===== src/rtl/fractal_sync_endpoint.sv =====
// Per-core barrier endpoint: turns a held core request into one sync pulse toward a
// fractal_sync_1d node and matches the node response. Optional WAIT timeout: FRACTAL_SYNC_ENDPOINT_TIMEOUT_EN.
module fractal_sync_endpoint #(
    parameter int unsigned AGGREGATE_WIDTH = 1,
    parameter int unsigned ID_WIDTH        = 1,
    parameter int unsigned TIMEOUT_CYCLES  = 1024
) (
    input  logic                       clk_i,
    input  logic                       rst_i,
    input  logic                       bar_req_i,
    input  logic [AGGREGATE_WIDTH-1:0] bar_aggr_i,
    input  logic [ID_WIDTH-1:0]        bar_id_i,
    output logic                       bar_gnt_o,
    output logic                       bar_wake_o,
    output logic                       bar_error_o,
    output logic                       busy_o,
    output logic                       req_sync_o,
    output logic [AGGREGATE_WIDTH-1:0] req_aggr_o,
    output logic [ID_WIDTH-1:0]        req_id_o,
    input  logic                       rsp_wake_i,
    input  logic                       rsp_error_i,
    input  logic [AGGREGATE_WIDTH-1:0] rsp_aggr_i,
    input  logic [ID_WIDTH-1:0]        rsp_id_i
);

    typedef enum logic [1:0] {
        IDLE  = 2'd0,
        ISSUE = 2'd1,
        WAIT  = 2'd2
    } state_t;

    state_t                     state_q;
    logic [AGGREGATE_WIDTH-1:0] aggr_q;
    logic [ID_WIDTH-1:0]        id_q;
    logic                       gnt_q;
    logic                       wake_q;
    logic                       error_q;
    logic                       busy_q;
    logic                       sync_q;
    logic [AGGREGATE_WIDTH-1:0] req_aggr_q;
    logic [ID_WIDTH-1:0]        req_id_q;
    logic                       rsp_match;
    logic                       rsp_any;

`ifdef FRACTAL_SYNC_ENDPOINT_TIMEOUT_EN
    localparam int unsigned TW = $clog2(TIMEOUT_CYCLES + 1);
    logic [TW-1:0] timer_q;
`endif

    assign rsp_match = (rsp_id_i == id_q) && (rsp_aggr_i == aggr_q);
    assign rsp_any   = rsp_wake_i | rsp_error_i;

    // Core side: bar_req_i is held with stable aggr/id until the one-cycle bar_gnt_o; a
    // request seen while busy is simply not granted. Node side: req_sync_o and rsp_*_i are
    // single-cycle pulses with no backpressure.
    always_ff @(posedge clk_i or posedge rst_i) begin
        if (rst_i) begin
            state_q    <= IDLE;
            aggr_q     <= '0;
            id_q       <= '0;
            gnt_q      <= 1'b0;
            wake_q     <= 1'b0;
            error_q    <= 1'b0;
            busy_q     <= 1'b0;
            sync_q     <= 1'b0;
            req_aggr_q <= '0;
            req_id_q   <= '0;
`ifdef FRACTAL_SYNC_ENDPOINT_TIMEOUT_EN
            timer_q    <= '0;
`endif
        end else begin
            gnt_q      <= 1'b0;
            wake_q     <= 1'b0;
            error_q    <= 1'b0;
            sync_q     <= 1'b0;
            req_aggr_q <= '0;
            req_id_q   <= '0;
            case (state_q)
                IDLE: begin
                    if (bar_req_i) begin
                        gnt_q <= 1'b1;
                        if (bar_aggr_i != '0) begin
                            aggr_q  <= bar_aggr_i;
                            id_q    <= bar_id_i;
                            state_q <= ISSUE;
                            busy_q  <= 1'b1;
                        end else begin
                            // An empty level mask can never complete: refuse it at once.
                            error_q <= 1'b1;
                        end
                    end
                end
                ISSUE: begin
                    sync_q     <= 1'b1;
                    req_aggr_q <= aggr_q;
                    req_id_q   <= id_q;
                    state_q    <= WAIT;
`ifdef FRACTAL_SYNC_ENDPOINT_TIMEOUT_EN
                    timer_q    <= '0;
`endif
                end
                WAIT: begin
                    if (rsp_match && rsp_any) begin
                        // Node error outranks a simultaneous wake.
                        error_q <= rsp_error_i;
                        wake_q  <= ~rsp_error_i;
                        state_q <= IDLE;
                        busy_q  <= 1'b0;
                    end else begin
                        if (rsp_any) begin
                            error_q <= 1'b1;
                        end
`ifdef FRACTAL_SYNC_ENDPOINT_TIMEOUT_EN
                        if (timer_q == TW'(TIMEOUT_CYCLES - 1)) begin
                            error_q <= 1'b1;
                            state_q <= IDLE;
                            busy_q  <= 1'b0;
                        end else begin
                            timer_q <= timer_q + 1'b1;
                        end
`endif
                    end
                end
                default: begin
                    state_q <= IDLE;
                    busy_q  <= 1'b0;
                end
            endcase
        end
    end

    assign bar_gnt_o   = gnt_q;
    assign bar_wake_o  = wake_q;
    assign bar_error_o = error_q;
    assign busy_o      = busy_q;
    assign req_sync_o  = sync_q;
    assign req_aggr_o  = req_aggr_q;
    assign req_id_o    = req_id_q;

endmodule

===== config.mk =====
export PLATFORM = sky130hd
export DESIGN_NAME = fractal_sync_endpoint
export DESIGN_NICKNAME = d
export VERILOG_FILES = /design/src/rtl/fractal_sync_endpoint.sv
export SDC_FILE = /design/constraint.sdc
export NUM_CORES = 1
export LEC_CHECK = 0
export CAP_MARGIN = 20
export CORE_AREA = 8 8 45 47
export CTS_CLUSTER_DIAMETER = 50
export DETAILED_ROUTE_END_ITERATION = 8
export DIE_AREA = 0 0 53 55
export GPL_TIMING_DRIVEN = 1
export PLACE_DENSITY_LB_ADDON = 0.1
export SLEW_MARGIN = 25
export SYNTH_ARGS = -nofsm -noshare
export SYNTH_HDL_FRONTEND = slang
export SYNTH_SLANG_ARGS = --single-unit

===== constraint.sdc =====
create_clock -name clk_i -period 1.75 [get_ports clk_i]
set_input_delay 0.35 -clock clk_i [delete_from_list [all_inputs] [get_ports clk_i]]
set_output_delay 0.35 -clock clk_i [all_outputs]
set_load 0.005 [all_outputs]

# Word level (Yosys, flattened, before mapping)
# Cells that the tools add are included.
[totals]
wordCells = 46
output_inout_bits = 7
regBits = 11
input_bits = 9
[op_classes]
reduce_logical = 6
mux = 20
n_eq_ne = 7
n_bitwise = 3
[ops]
columns = ["cell", "count"]
rows = [
  ["1-bit two-way mux", 14],
  ["2-bit two-way mux", 3],
  ["2-bit != test, second input constant", 3],
  ["2-bit one-hot mux with 3 select lines", 1],
  ["3-bit AND reduction", 2],
  ["4-bit AND reduction", 1],
  ["1-bit one-hot mux with 3 select lines", 1],
  ["1-bit == test", 2],
  ["2-bit by 1-bit == test with 1-bit output, second input constant", 1],
  ["2-bit == test, second input constant", 1],
  ["1-bit logical AND", 2],
  ["2-bit logical NOT", 1],
  ["1-bit inverter", 2],
  ["1-bit one-hot mux with 2 select lines", 1],
  ["1-bit OR", 1],
]

# Logic depth before layout (Yosys ltp)
[logic_depth]
depth_word = 5
depth_mapped = 3
depth_no_buf = 3

# Least setup slack after synthesis
# No wires, ideal clock.
[synth_path]
path_kind = "register to register"
from = "register state_q[1]"
to = "register id_q"
path_buffers = 0
stages_incl_launch_ff = 3
setup_slack_ns = 0.595
required_ns = 1.625
setup_ns = 0.125
synth_period_minus_slack_ns = 1.155
arrival_ns = 1.030
path_cell_list = "dfrtp_1 > and4bb_4 > mux2_4"
[synth_between]
elab_chain_len = 2
[synth_lines]
columns = ["item", "line_no", "source"]
rows = [
  ["start: declaration", "32", "state_t state_q;"],
  ["start signal: assignment", "58", "state_q <= IDLE;"],
  ["start signal: assignment", "85", "state_q <= ISSUE;"],
  ["start signal: assignment", "97", "state_q <= WAIT;"],
  ["2-bit logical NOT", "78", "case (state_q)"],
  ["3-bit AND reduction (no source line)", "--", ""],
  ["end signal: assignment", "84", "id_q <= bar_id_i;"],
  ["end: declaration", "34", "logic [ID_WIDTH-1:0] id_q;"],
]
# No other way between the ends.
# A chain may end at the register's enable or synchronous reset.

# Worst setup path in the final report
[layout_path]
from = "register busy_q (netlist: busy_o)"
to = "output busy_o"
[layout_rtl]
columns = ["item", "line_no", "source"]
rows = [
  ["start: declaration", "38", "logic busy_q;"],
  ["start signal: assignment", "64", "busy_q <= 1'b0;"],
  ["start signal: assignment", "86", "busy_q <= 1'b1;"],
  ["start signal: assignment", "108", "busy_q <= 1'b0;"],
  ["end: declaration", "16", "output logic busy_o,"],
]
# No word-level cell between the ends.

==> metrics list <==
- Count of nets after finishing: 64
- Total Power Consumption: 0.7678 mW
- The core region is 0.001384 mm^2.
- Max reg flops: 2
- Highest Clock Rate: 682.9 MHz
* Maximum level of the CTS H-tree: 1
* Peak supply drop: 0.0005059 V
- The count of endpoints failing hold in the final timing report was 0.
- Count of TritonRoute iterations in the first routing pass: 4
- In the final routed layout, each cell accounts on average for 11.64 um.
- Leaving out fill and tap cells, the most frequent cell in the layout is sky130_fd_sc_hd__clkdlybuf4s50_1.
* Antenna violations before repair: 0
- CTS root buffer: sky130_fd_sc_hd__clkbuf_4
- Using the TritonRoute via totals, the vias-per-cell ratio works out to 4.400.
- Count of routing violations after the opening detailed-route iteration: 5
* Internal power consumption: 0.5593 mW
- Total of cells resized after clock tree synthesis: 0
* Post-placement setup slack: 0.2276 ns
- Final worst slack: 0.2857 ns
- No sink is reached through more buffers than the 2 on the longest clock path.
- Area growth from synthesis to final layout: 45.25%
* Buffer and inverter count on the worst path: 1
- Half-perimeter wire length after placement: 657.2 um
* Destination of the worst register-to-register timing path: id_q
* Outcome: finished, final reports clean
- Headroom to the max-slew limit: 74.17%
- Number of max-slew violations in the final report: 0
* Category of the most critical setup path: flop to output pin
- The tool flagged a number of max-cap violations equal to 0.
* Launch point of the worst reg-to-reg path: state_q[1]
- The min-delay analysis places its worst path in the category input port to asynchronous set/reset pin.
* Total stage count of the critical path: 1
- After floorplanning, the core was divided into 14 placement rows.
- Combinational logic is responsible for 30.9% of the overall power.
- The cell family contributing the most delay on the critical path is buffers and inverters.
- Clock network fraction of total power: 22.3%
* Final ANT Viol Nets: 0
- Worst Path Required: 1.40 ns
* Number of buffers added to fix hold violations after cts: 0
* Worst skew pair latency: 0.27 ns
* Final core area utilization: 45.57%
- Clock transition at the registers of the reported paths: 0.07 ns
- The first global-routing pass estimated 1228 um of wire.
* Critical Path Sink Type: output pin
- For this design, the slowest cell found on the critical path is sky130_fd_sc_hd__clkdlybuf4s50_1.
- Counting flops and latches in the post-synthesis netlist gives 11.
- Traced cell by cell, the critical path runs through clkdlybuf4s50_1.
- Count of cells along the worst register-to-register path: 2
- Ports: 16
- Total negative slack: 0 ns
- Routability-driven placement finished with a final weighted congestion of 0.8017.
- For this run, design rule violations remaining after detail routing come to 0.
- Total via count in the routed design: 308
* Die Footprint: 0.002915 mm^2
- In this run the power spent charging and discharging nets is 0.2085 mW.
- Net switching is 27.15% of the power.
- Final critical path time including I/O delays and setup: 1.464 ns
- Post-synth net total: 44
- Largest net degree at the start of global routing: 12
- 0 antenna diodes ended up in the layout.
* Post-synthesis sequential area ratio: 63.40%
- In this run the mean area of a mapped cell was 12.40 um^2.
* Yosys cell types: 16
- The finished cells cover 630.6 um^2.
- Setup violations remaining at the end of the flow were counted as 0.
* Timing startpoint of the critical path: busy_o
- Least-Margin Pin Slew: 0.3871 ns
- All-Layer GR Usage: 6.126%
* Pwr/cell area: 1218 mW/mm^2
* Remaining Overflow, GRT: 0
- Clock net sink count: 11
* Clock tree from TritonCTS: done
- Share of the cycle needed by the critical path after routing: 83.68%
* TritonCTS Buffers: 3
* Via count of the first global-routing pass: 292
* Lkg Pwr: 0.2766 nW
- Commonest non-fill, non-tap cells in the layout: 15 x sky130_fd_sc_hd__clkdlybuf4s50_1, 11 x sky130_fd_sc_hd__dfrtp_1, 4 x sky130_fd_sc_hd__nor2_1
- Worst path arrival time: 1.11 ns
- The worst register-to-register path has a setup slack of 0.55 ns.
- Crit path capture: busy_o
- Largest Register: state_q
* Final worst clock skew: 0.002007 ns
- Cell count after synthesis: 35
- Nature of the critical path startpoint: flop
* Count of synthesis-stage warnings from yosys: 0
* Starting density of the core: 31.37%
- Placed Instance Area: 604.3 um^2
- Once the clock tree was built, the setup fixing pass inserted 0 buffers.
* Floorplan die height: 55 um
- Along the worst path, the maximum fanout reaches 2.
* Sequential power share: 46.7%
* Summed instance area of the synthesized netlist: 434.2 um^2
* Ratio of cells with drive above 1 in the final layout: 11.11%
- The routed design has 815 um of wire.
- Setup repair after global routing left no endpoint under its margin.
- Input and output buffers added on the ports amount to 15.
- For this run, the slowest stage of the critical path takes 0.50 ns.
- From left edge to right edge, the die measures 53 um.
## power groups by stage
| stage | registers, mW | clock network, mW | logic [mW] |
|---|---|---|---|
| 6_report | 0.359 | 0.172 | 0.237 |
| 5_1_grt | 0.370 | 0.184 | 0.264 |
| 4_1_cts | 0.361 | 0.177 | 0.243 |
| 3_5_place_dp | 0.366 | 0 | 0.240 |
| 3_3_place_gp | 0.364 | 0 | 0.240 |
| 2_1_floorplan | 0.365 | 0 | 0.111 |
## metrics by stage
step | instances | hold slack [ns]
final | 70 | 0.3586
after global routing | 70 | 0.4146
after CTS | 70 | 0.3783
after detailed placement | 66 | 0.4795
after global placement | 66 | 0.4800
after floorplan | 35 | 0.2024
## final cells by class
cell class	count	area [um^2]
tap	16	20.02
multi-input combinational	21	147.6
fill	129	753.2
clock buffer	4	26.28
sequential	11	275.3
inverter	3	11.26
timing repair buffer	15	150.1
## metal layers
metal | GRT usage, % | routed length (um)
met1 | 6.406 | 334
met2 | 9.180 | 378
met5 | 0 | 0
met3 | 2.941 | 76
met4 | 5.172 | 26
## synth_stat cells
| library cell | count | share of area, % |
|---|---|---|
| sky130_fd_sc_hd__and4bb_4 | 1 | 3.7 |
| sky130_fd_sc_hd__or2_2 | 1 | 1.4 |
| sky130_fd_sc_hd__dfrtp_1 | 11 | 63 |
| sky130_fd_sc_hd__xor2_1 | 2 | 4.0 |
| sky130_fd_sc_hd__nor2_1 | 4 | 3.5 |
| sky130_fd_sc_hd__o21ai_0 | 2 | 2.3 |
| sky130_fd_sc_hd__mux2_4 | 1 | 3.5 |
| sky130_fd_sc_hd__a22oi_1 | 1 | 1.7 |
| sky130_fd_sc_hd__inv_1 | 3 | 2.6 |
| sky130_fd_sc_hd__nor3b_1 | 1 | 1.7 |
| sky130_fd_sc_hd__nand2_1 | 1 | 0.86 |
| sky130_fd_sc_hd__and2_1 | 2 | 2.9 |
| sky130_fd_sc_hd__and4b_1 | 1 | 2.3 |
| sky130_fd_sc_hd__o31ai_1 | 2 | 3.5 |
| sky130_fd_sc_hd__nor2b_1 | 1 | 1.4 |
| sky130_fd_sc_hd__a21oi_1 | 1 | 1.2 |
## cells by family after synthesis
group	synth area share [%]
and+or+nand+nor	17.87
muxes	3.457
DFF	63.40
xor gates and xnor gates	4.035
AOI/OAI and AO/OA	8.644
buffers and inverters	2.593
## how the worst min path moves through the flow
| stage | end | slack, ns | cells after the start |
|---|---|---|---|
| after floorplan | aggr_q | 0.20 | 1 |
| after global placement | bar_gnt_o | 0.48 | 1 |
| after detailed placement | bar_gnt_o | 0.48 | 1 |
| after CTS | req_id_o | 0.38 | 2 |
| after global routing | req_id_o | 0.41 | 2 |
| final | req_id_o | 0.36 | 2 |
Power figures use the tool's default switching activity.
